## src/rtl/mem_stage_pkg.sv

```systemverilog
// ---------------------------------------------------------------------------
// mem_stage_pkg
// Shared constants and types for the memory-stage store buffer.
//   SB_DEPTH_DEFAULT : default number of buffered store entries
//   SB_*_W           : entry field widths (word address, data, byte lanes)
//   sb_state_t       : drain FSM state encoding
// Ports: none (package).
// ---------------------------------------------------------------------------
package mem_stage_pkg;

    localparam int SB_DEPTH_DEFAULT = 4;
    localparam int SB_ADDR_W        = 32;
    localparam int SB_WADDR_W       = 30;
    localparam int SB_DATA_W        = 32;
    localparam int SB_BE_W          = 4;

    localparam logic [SB_BE_W-1:0] SB_BE_NONE = 4'b0000;
    localparam logic [SB_BE_W-1:0] SB_BE_FULL = 4'b1111;

    typedef enum logic [0:0] {
        ST_IDLE     = 1'b0,
        ST_WAIT_ACK = 1'b1
    } sb_state_t;

endpackage

```

## src/rtl/store_buffer_fifo.sv

```systemverilog
// ---------------------------------------------------------------------------
// store_buffer_fifo
// Circular entry storage for the store buffer. Entries hold the word
// address, data and byte-lane mask of one store; the head is popped only
// after memory accepts it. All entries are exported so the parent can run
// the load hazard compare in age order starting at o_rd_ptr.
// Ports:
//   clk, reset        clock and synchronous active-high reset
//   i_push, i_pop     append at tail / remove head (caller guarantees legality)
//   i_waddr/i_data/i_be  entry written on push
//   o_count           occupied entries
//   o_rd_ptr          index of the oldest entry
//   o_waddr/o_data/o_be  raw storage arrays
// ---------------------------------------------------------------------------
module store_buffer_fifo
    import mem_stage_pkg::*;
#(
    parameter int  DEPTH = SB_DEPTH_DEFAULT,
    localparam int PTR_W = $clog2(DEPTH),
    localparam int CNT_W = PTR_W + 1
) (
    input  logic                  clk,
    input  logic                  reset,
    input  logic                  i_push,
    input  logic                  i_pop,
    input  logic [SB_WADDR_W-1:0] i_waddr,
    input  logic [SB_DATA_W-1:0]  i_data,
    input  logic [SB_BE_W-1:0]    i_be,
    output logic [CNT_W-1:0]      o_count,
    output logic [PTR_W-1:0]      o_rd_ptr,
    output logic [SB_WADDR_W-1:0] o_waddr [DEPTH],
    output logic [SB_DATA_W-1:0]  o_data  [DEPTH],
    output logic [SB_BE_W-1:0]    o_be    [DEPTH]
);

    logic [SB_WADDR_W-1:0] r_waddr [DEPTH];
    logic [SB_DATA_W-1:0]  r_data  [DEPTH];
    logic [SB_BE_W-1:0]    r_be    [DEPTH];
    logic [PTR_W-1:0]      r_wr_ptr;
    logic [PTR_W-1:0]      r_rd_ptr;
    logic [CNT_W-1:0]      r_count;

    // Storage, pointers and occupancy; DEPTH is a power of two so pointers wrap naturally.
    always_ff @(posedge clk) begin
        if (reset) begin
            r_wr_ptr <= '0;
            r_rd_ptr <= '0;
            r_count  <= '0;
            for (int i = 0; i < DEPTH; i++) begin
                r_waddr[i] <= '0;
                r_data[i]  <= '0;
                r_be[i]    <= '0;
            end
        end else begin
            if (i_push) begin
                r_waddr[r_wr_ptr] <= i_waddr;
                r_data[r_wr_ptr]  <= i_data;
                r_be[r_wr_ptr]    <= i_be;
                r_wr_ptr          <= r_wr_ptr + PTR_W'(1);
            end
            if (i_pop) begin
                r_rd_ptr <= r_rd_ptr + PTR_W'(1);
            end
            case ({i_push, i_pop})
                2'b10:   r_count <= r_count + CNT_W'(1);
                2'b01:   r_count <= r_count - CNT_W'(1);
                default: r_count <= r_count;
            endcase
        end
    end

    assign o_count  = r_count;
    assign o_rd_ptr = r_rd_ptr;
    assign o_waddr  = r_waddr;
    assign o_data   = r_data;
    assign o_be     = r_be;

endmodule

```

## src/rtl/store_buffer.sv

```systemverilog
// ---------------------------------------------------------------------------
// store_buffer
// Posted-write buffer between the memory stage and data memory. Stores are
// queued in store_buffer_fifo and drained one at a time by a two-state FSM
// (IDLE / WAIT_ACK). Loads whose word address matches any occupied entry
// (including the one currently in flight) are stalled.
// Optional build macro STORE_FWD_EN: when defined, a load whose youngest
// matching entry writes all four lanes is served from that entry instead of
// stalling (LoadFwdValid/LoadFwdData); otherwise those outputs are tied 0.
// Ports:
//   clk, reset                         clock, synchronous active-high reset
//   StoreValid/StoreReady/StoreAddr/StoreData/ByteEnable  store input
//   LoadValid/LoadAddr/LoadStall/LoadFwdValid/LoadFwdData load hazard check
//   MemReq/MemAck/MemAddr/MemWData/MemByteEn              memory write port
//   Empty, Count                        status
// ---------------------------------------------------------------------------
module store_buffer
    import mem_stage_pkg::*;
#(
    parameter int  DEPTH = SB_DEPTH_DEFAULT,
    localparam int PTR_W = $clog2(DEPTH),
    localparam int CNT_W = PTR_W + 1
) (
    input  logic                 clk,
    input  logic                 reset,
    input  logic                 StoreValid,
    output logic                 StoreReady,
    input  logic [SB_ADDR_W-1:0] StoreAddr,
    input  logic [SB_DATA_W-1:0] StoreData,
    input  logic [SB_BE_W-1:0]   ByteEnable,
    input  logic                 LoadValid,
    input  logic [SB_ADDR_W-1:0] LoadAddr,
    output logic                 LoadStall,
    output logic                 LoadFwdValid,
    output logic [SB_DATA_W-1:0] LoadFwdData,
    output logic                 MemReq,
    input  logic                 MemAck,
    output logic [SB_ADDR_W-1:0] MemAddr,
    output logic [SB_DATA_W-1:0] MemWData,
    output logic [SB_BE_W-1:0]   MemByteEn,
    output logic                 Empty,
    output logic [CNT_W-1:0]     Count
);

    sb_state_t             r_state;
    sb_state_t             w_next_state;
    logic                  r_mem_req;
    logic [SB_WADDR_W-1:0] r_mem_waddr;
    logic [SB_DATA_W-1:0]  r_mem_wdata;
    logic [SB_BE_W-1:0]    r_mem_be;

    logic                  w_push;
    logic                  w_pop;
    logic                  w_latch;
    logic                  w_store_ready;
    logic [CNT_W-1:0]      w_count;
    logic [PTR_W-1:0]      w_rd_ptr;
    logic [SB_WADDR_W-1:0] w_waddr [DEPTH];
    logic [SB_DATA_W-1:0]  w_data  [DEPTH];
    logic [SB_BE_W-1:0]    w_be    [DEPTH];
    logic [DEPTH-1:0]      w_hit;
    logic                  w_any_match;
    logic                  w_unused_addr_lsb;

    // Byte offsets do not take part in word matching or in the memory address.
    assign w_unused_addr_lsb = ^{StoreAddr[1:0], LoadAddr[1:0]};

    // A full buffer refuses stores even if the head pops this cycle; empty-lane stores are accepted but dropped.
    assign w_store_ready = (w_count != CNT_W'(DEPTH));
    assign w_push        = StoreValid && w_store_ready && (ByteEnable != SB_BE_NONE);

    store_buffer_fifo #(.DEPTH(DEPTH)) u_fifo (
        .clk      (clk),
        .reset    (reset),
        .i_push   (w_push),
        .i_pop    (w_pop),
        .i_waddr  (StoreAddr[SB_ADDR_W-1:2]),
        .i_data   (StoreData),
        .i_be     (ByteEnable),
        .o_count  (w_count),
        .o_rd_ptr (w_rd_ptr),
        .o_waddr  (w_waddr),
        .o_data   (w_data),
        .o_be     (w_be)
    );

    // Drain FSM next state: start on any occupied entry, pop the head when memory acknowledges.
    always_comb begin
        w_next_state = r_state;
        w_latch      = 1'b0;
        w_pop        = 1'b0;
        case (r_state)
            ST_IDLE: begin
                if (w_count != CNT_W'(0)) begin
                    w_next_state = ST_WAIT_ACK;
                    w_latch      = 1'b1;
                end else begin
                    w_next_state = ST_IDLE;
                end
            end
            ST_WAIT_ACK: begin
                if (MemAck) begin
                    w_next_state = ST_IDLE;
                    w_pop        = 1'b1;
                end else begin
                    w_next_state = ST_WAIT_ACK;
                end
            end
            default: begin
                w_next_state = ST_IDLE;
            end
        endcase
    end

    // Drain FSM state, registered MemReq and the memory-side entry latch.
    always_ff @(posedge clk) begin
        if (reset) begin
            r_state     <= ST_IDLE;
            r_mem_req   <= 1'b0;
            r_mem_waddr <= '0;
            r_mem_wdata <= '0;
            r_mem_be    <= '0;
        end else begin
            r_state   <= w_next_state;
            r_mem_req <= (w_next_state == ST_WAIT_ACK);
            if (w_latch) begin
                r_mem_waddr <= w_waddr[w_rd_ptr];
                r_mem_wdata <= w_data[w_rd_ptr];
                r_mem_be    <= w_be[w_rd_ptr];
            end
        end
    end

    // Per-entry word match, indexed by age (k = 0 is the oldest entry).
    always_comb begin
        w_hit = '0;
        for (int k = 0; k < DEPTH; k++) begin
            w_hit[k] = (CNT_W'(k) < w_count) &&
                       (w_waddr[w_rd_ptr + PTR_W'(k)] == LoadAddr[SB_ADDR_W-1:2]);
        end
    end

    assign w_any_match = |w_hit;

`ifdef STORE_FWD_EN
    logic [SB_BE_W-1:0]   w_young_be;
    logic [SB_DATA_W-1:0] w_young_data;
    logic                 w_fwd;

    // Walk oldest to youngest so the last hit wins: that is the youngest matching store.
    always_comb begin
        w_young_be   = '0;
        w_young_data = '0;
        for (int k = 0; k < DEPTH; k++) begin
            w_young_be   = w_hit[k] ? w_be[w_rd_ptr + PTR_W'(k)]   : w_young_be;
            w_young_data = w_hit[k] ? w_data[w_rd_ptr + PTR_W'(k)] : w_young_data;
        end
    end

    assign w_fwd        = LoadValid && w_any_match && (w_young_be == SB_BE_FULL);
    assign LoadFwdValid = w_fwd;
    assign LoadFwdData  = w_fwd ? w_young_data : 32'h0000_0000;
    assign LoadStall    = LoadValid && w_any_match && !w_fwd;
`else
    assign LoadFwdValid = 1'b0;
    assign LoadFwdData  = 32'h0000_0000;
    assign LoadStall    = LoadValid && w_any_match;
`endif

    assign StoreReady = w_store_ready;
    assign MemReq     = r_mem_req;
    assign MemAddr    = {r_mem_waddr, 2'b00};
    assign MemWData   = r_mem_wdata;
    assign MemByteEn  = r_mem_be;
    assign Count      = w_count;
    assign Empty      = (w_count == CNT_W'(0)) && (r_state == ST_IDLE);

endmodule

```

## config.mk

```make
export PLATFORM = sky130hd
export DESIGN_NAME = store_buffer
export DESIGN_NICKNAME = d
export VERILOG_FILES = /design/src/rtl/mem_stage_pkg.sv /design/src/rtl/store_buffer_fifo.sv /design/src/rtl/store_buffer.sv
export SDC_FILE = /design/constraint.sdc
export NUM_CORES = 1
export LEC_CHECK = 0
export CORE_UTILIZATION = 25
export CTS_CLUSTER_SIZE = 16
export DETAILED_ROUTE_END_ITERATION = 10
export GPL_TIMING_DRIVEN = 0
export HOLD_SLACK_MARGIN = 0.12
export PLACE_DENSITY = 0.47
export RECOVER_POWER = 50
export SYNTH_ARGS = -nofsm -noshare
export SYNTH_HDL_FRONTEND = slang
export SYNTH_HIERARCHICAL = 1
export SYNTH_SLANG_ARGS = --single-unit
export TNS_END_PERCENT = 50
```

## constraint.sdc

```tcl
create_clock -name clk -period 3.8 [get_ports clk]
set_clock_uncertainty 0.15 [all_clocks]
set_input_delay 0.76 -clock clk [delete_from_list [all_inputs] [get_ports clk]]
set_output_delay 0.76 -clock clk [all_outputs]
set_load 0.02 [all_outputs]
```

==> qor.json <==
{
  "clock_tree": {
    "cts_tree": "yes",
    "root_buf_cell": "sky130_fd_sc_hd__clkbuf_16",
    "cts_buffers": 42,
    "h_tree_depth": 2,
    "numClockSinks": 338,
    "clk_path_buf_depth": 3,
    "worst_skew_pair.late_latency_ns": 0.61,
    "cts_clk_pin_slew_worst_paths_ns": 0.06
  },
  "yosys": {
    "synth_top_area_share_pct": 38.8,
    "mapped_avg_cell_area_um2": 8.47,
    "asyncSetResetFlopFracSynth_pct": 0,
    "synth_flop_cell": "sky130_fd_sc_hd__dfxtp_1",
    "synth_seq_cells": 338,
    "synth.yosys.seq_area_share_pct": 38.8,
    "synth-warning-count": 6,
    "gate_count_post_synth": 2061,
    "number_of_distinct_library_cells_after_synthesis": 63,
    "synth_enable_flop_cells": 0,
    "synthDominantAreaCellType": "sky130_fd_sc_hd__dfxtp_1",
    "post_synth_instance_area_um2": 17500,
    "synth_top_cells_by_area": "sky130_fd_sc_hd__dfxtp_1, sky130_fd_sc_hd__nand2_1, sky130_fd_sc_hd__mux4_2"
  },
  "setup_path": {
    "cp_max_fo": 7,
    "timing.rr.start": "u_fifo/o_count[1]",
    "critical_path_class": "reg2out",
    "start_kind": "register",
    "path_cells": "buf_12 > buf_16 > buf_12 > mux2i_2 > mux2i_1 > xnor2_1 > nand3_1 > a311o_1 > nor4_4 > o41a_1 > buf_6",
    "cp.buffers_inverters": 4,
    "critPathLaunch": "u_fifo/o_rd_ptr[1]",
    "crit_family": "multiplexers",
    "cpPeakStageDelay_ns": 0.44,
    "crit_path_top_delay_cell": "sky130_fd_sc_hd__mux2i_2",
    "cp_common_cell": "sky130_fd_sc_hd__buf_12",
    "cp.arrival_ns": 3.45,
    "timing.critical_path.required_ns": 2.89,
    "endpoint_kind": "output port"
  },
  "finish": {
    "num-nets-final": 2432,
    "final_cell_mix": "sky130_fd_sc_hd__nand2_1, sky130_fd_sc_hd__a21oi_1, sky130_fd_sc_hd__dfxtp_1",
    "final_cell_count_no_fill": 3282,
    "n_antenna_cell": 0,
    "layout-drive-gt1-share_pct": 16.4,
    "most_common_library_cell_in_the_layout_ignoring_fill_and_taps": "sky130_fd_sc_hd__nand2_1",
    "area.growth.synth_to_final_pct": 30.2
  },
  "global_route": {
    "grt_max_degree": 14,
    "grt-ovfl-total": 0,
    "grt_use_total_pct": 21.4,
    "initial_antenna_violation_count": 8,
    "global_route_wire_length_before_repair_mm": 110,
    "vias_in_the_first_global_route": 15700
  },
  "sta": {
    "timing.hold.ws_ns": 0.299,
    "final-hold-violation-count": 0,
    "timing.final.ws_setup_ns": -0.564,
    "setup_viol_count_final": 1,
    "fin_setup_tns_ns": -0.564,
    "layout_worst_path_cycle_share_pct": 115,
    "worstMarginPinSlew_ns": 1.24,
    "achievable_frequency_mhz": 229,
    "max_slew_margin_pct": 16.9,
    "setup_repair_after_global_routing_missed_its_margin": "yes",
    "maxSlewViolCount": 0,
    "period_needed_ns": 4.36
  },
  "detailed_routing": {
    "firstDrtPassIters": 6,
    "overall_via_count_from_detail_route": 16300,
    "wl_per_cell_um": 23.5,
    "metal2_wl_mm": 36.4,
    "routed_wirelength_mm": 77.1,
    "drt_drc_violations_left": 0,
    "wl_met3_mm": 5.58,
    "highest-signal-layer": "met5",
    "first_iter_violations": 1595,
    "detail_route.vias_per_cell": 4.97,
    "m1WireLength_mm": 32.3,
    "detail-route-antenna-nets": 0
  },
  "die": {
    "height_of_the_die_um": 266,
    "die_area_um2": 70900,
    "floorplan.io_pins": 213,
    "die_w_um": 266,
    "placement_rows": 96,
    "start_util_pct": 25.4,
    "core_um2": 68800
  },
  "status": {
    "run_status": "complete, but fails checks",
    "failing_checks": "setup timing"
  },
  "place": {
    "port_buffers": 153,
    "place.detailed.hpwl_mm": 58.1,
    "gp_routability_congestion": 0.979,
    "numPlacedInstances": 3179
  },
  "power_and_ir_drop": {
    "power_per_cell_area_nw_per_um2": 513,
    "ir_drop_mv": 0.265,
    "leakagePower_uw": 0.00773
  },
  "worst_hold_path": {
    "hold_path.class": "reg2reg",
    "min-delay-start": "MemWData[18]"
  },
  "run": {
    "drv.max_cap_violation_count": 0
  }
}
## power breakdown
part           total, uW  internal, uW  switching (uW)
clock               3950          2260            1700
sequential          4070          3820             255
combinational       3630          1280            2350
total              11700          7350            4300
## layout make-up
cell class	count	area (um2)
Inverter	12	45.0
Clock inverter	16	189
Timing Repair Buffer	183	1860
Buffer	200	1350
Clock buffer	58	1170
Tap cell	931	1160
Sequential cell	338	6770
Fill cell	7236	46100
Multi-Input combinational cell	1544	10200
## worst register-to-register path, stage by stage, from the launching register on
cell	delay [ns]
sky130_fd_sc_hd__dfxtp_1	0.46
sky130_fd_sc_hd__nor3_1	0.84
sky130_fd_sc_hd__or2_2	0.23
sky130_fd_sc_hd__clkbuf_1	0.72
sky130_fd_sc_hd__clkbuf_1	0.73
sky130_fd_sc_hd__nand2_1	0.13
sky130_fd_sc_hd__a21oi_1	0.16
## cells by family after synthesis
logic type	after synthesis	synth area share (%)
AOI/OAI and AO/OA	435	13.8
xor gates and xnor gates	92	4.62
adders and majority gates	6	0.473
buffers and inverters	213	7.61
DFF	338	38.8
muxes	193	17.0
other	1	0.0215
and+or+nand+nor	783	17.7
## routing by layer
layer,global-route usage (%),vias up
met3,4.07,154
met5,0,-
met4,7.28,14
met2,35.7,672
li1,-,7536
met1,27.5,7930
## sequential cells by signal, indices dropped and copies added, names as in the netlist
name             cells
u_fifo/o_count       3
MemByteEn            4
r_mem_waddr         30
u_fifo/o_be         16
u_fifo/o_data      128
u_fifo/o_waddr     120
MemReq               1
MemWData            32
u_fifo/o_rd_ptr      2
u_fifo/r_wr_ptr      2
## final timing paths
| check | to | slack, ns | cells after the start |
|---|---|---|---|
| worst min-delay path | MemWData[18] | 0.30 | 2 |
| worst min register to register | MemWData[18] | 0.30 | 2 |
| worst max register to register | r_mem_waddr[18] | 0.30 | 6 |
| worst max-delay path | LoadStall | -0.56 | 11 |
## metrics by stage
step           cell area [um2]  power (uW)  worst slack (ns)  utilization [%]
2_1_floorplan            17600        6070             0.373                -
5_1_grt                  22700       12200            -0.609             33.0
3_3_place_gp             20300        7560             -1.31             29.5
3_5_place_dp             20300        7560             -1.13             29.5
4_1_cts                  22300       11700            -0.613             32.4
6_report                 22700       11700            -0.564             33.0
## cell usage after synthesis (all sizes together) (3+ instances only)
cell	instances
a2111oi	6
a211oi	5
a21oi	346
a221oi	5
a22oi	7
and2	8
buf	138
clkbuf	63
dfxtp	338
ha	5
inv	11
mux2	5
mux2i	108
mux4	80
nand2	688
nand3	8
nand4	11
nor2	29
nor2b	6
nor3	9
nor4	14
o2111ai	9
o211ai	4
o21ai	22
o22ai	11
o2bb2ai	3
xnor2	38
xor2	54
## timing repair
item,in CTS,in global routing
hold buffers,0,0
buffers inserted,18,10
pin swaps,11,21
gates cloned,2,0
gates resized for setup,96,75
endpoints found under the setup margin,1,1
(Power assumes the default switching activity.)
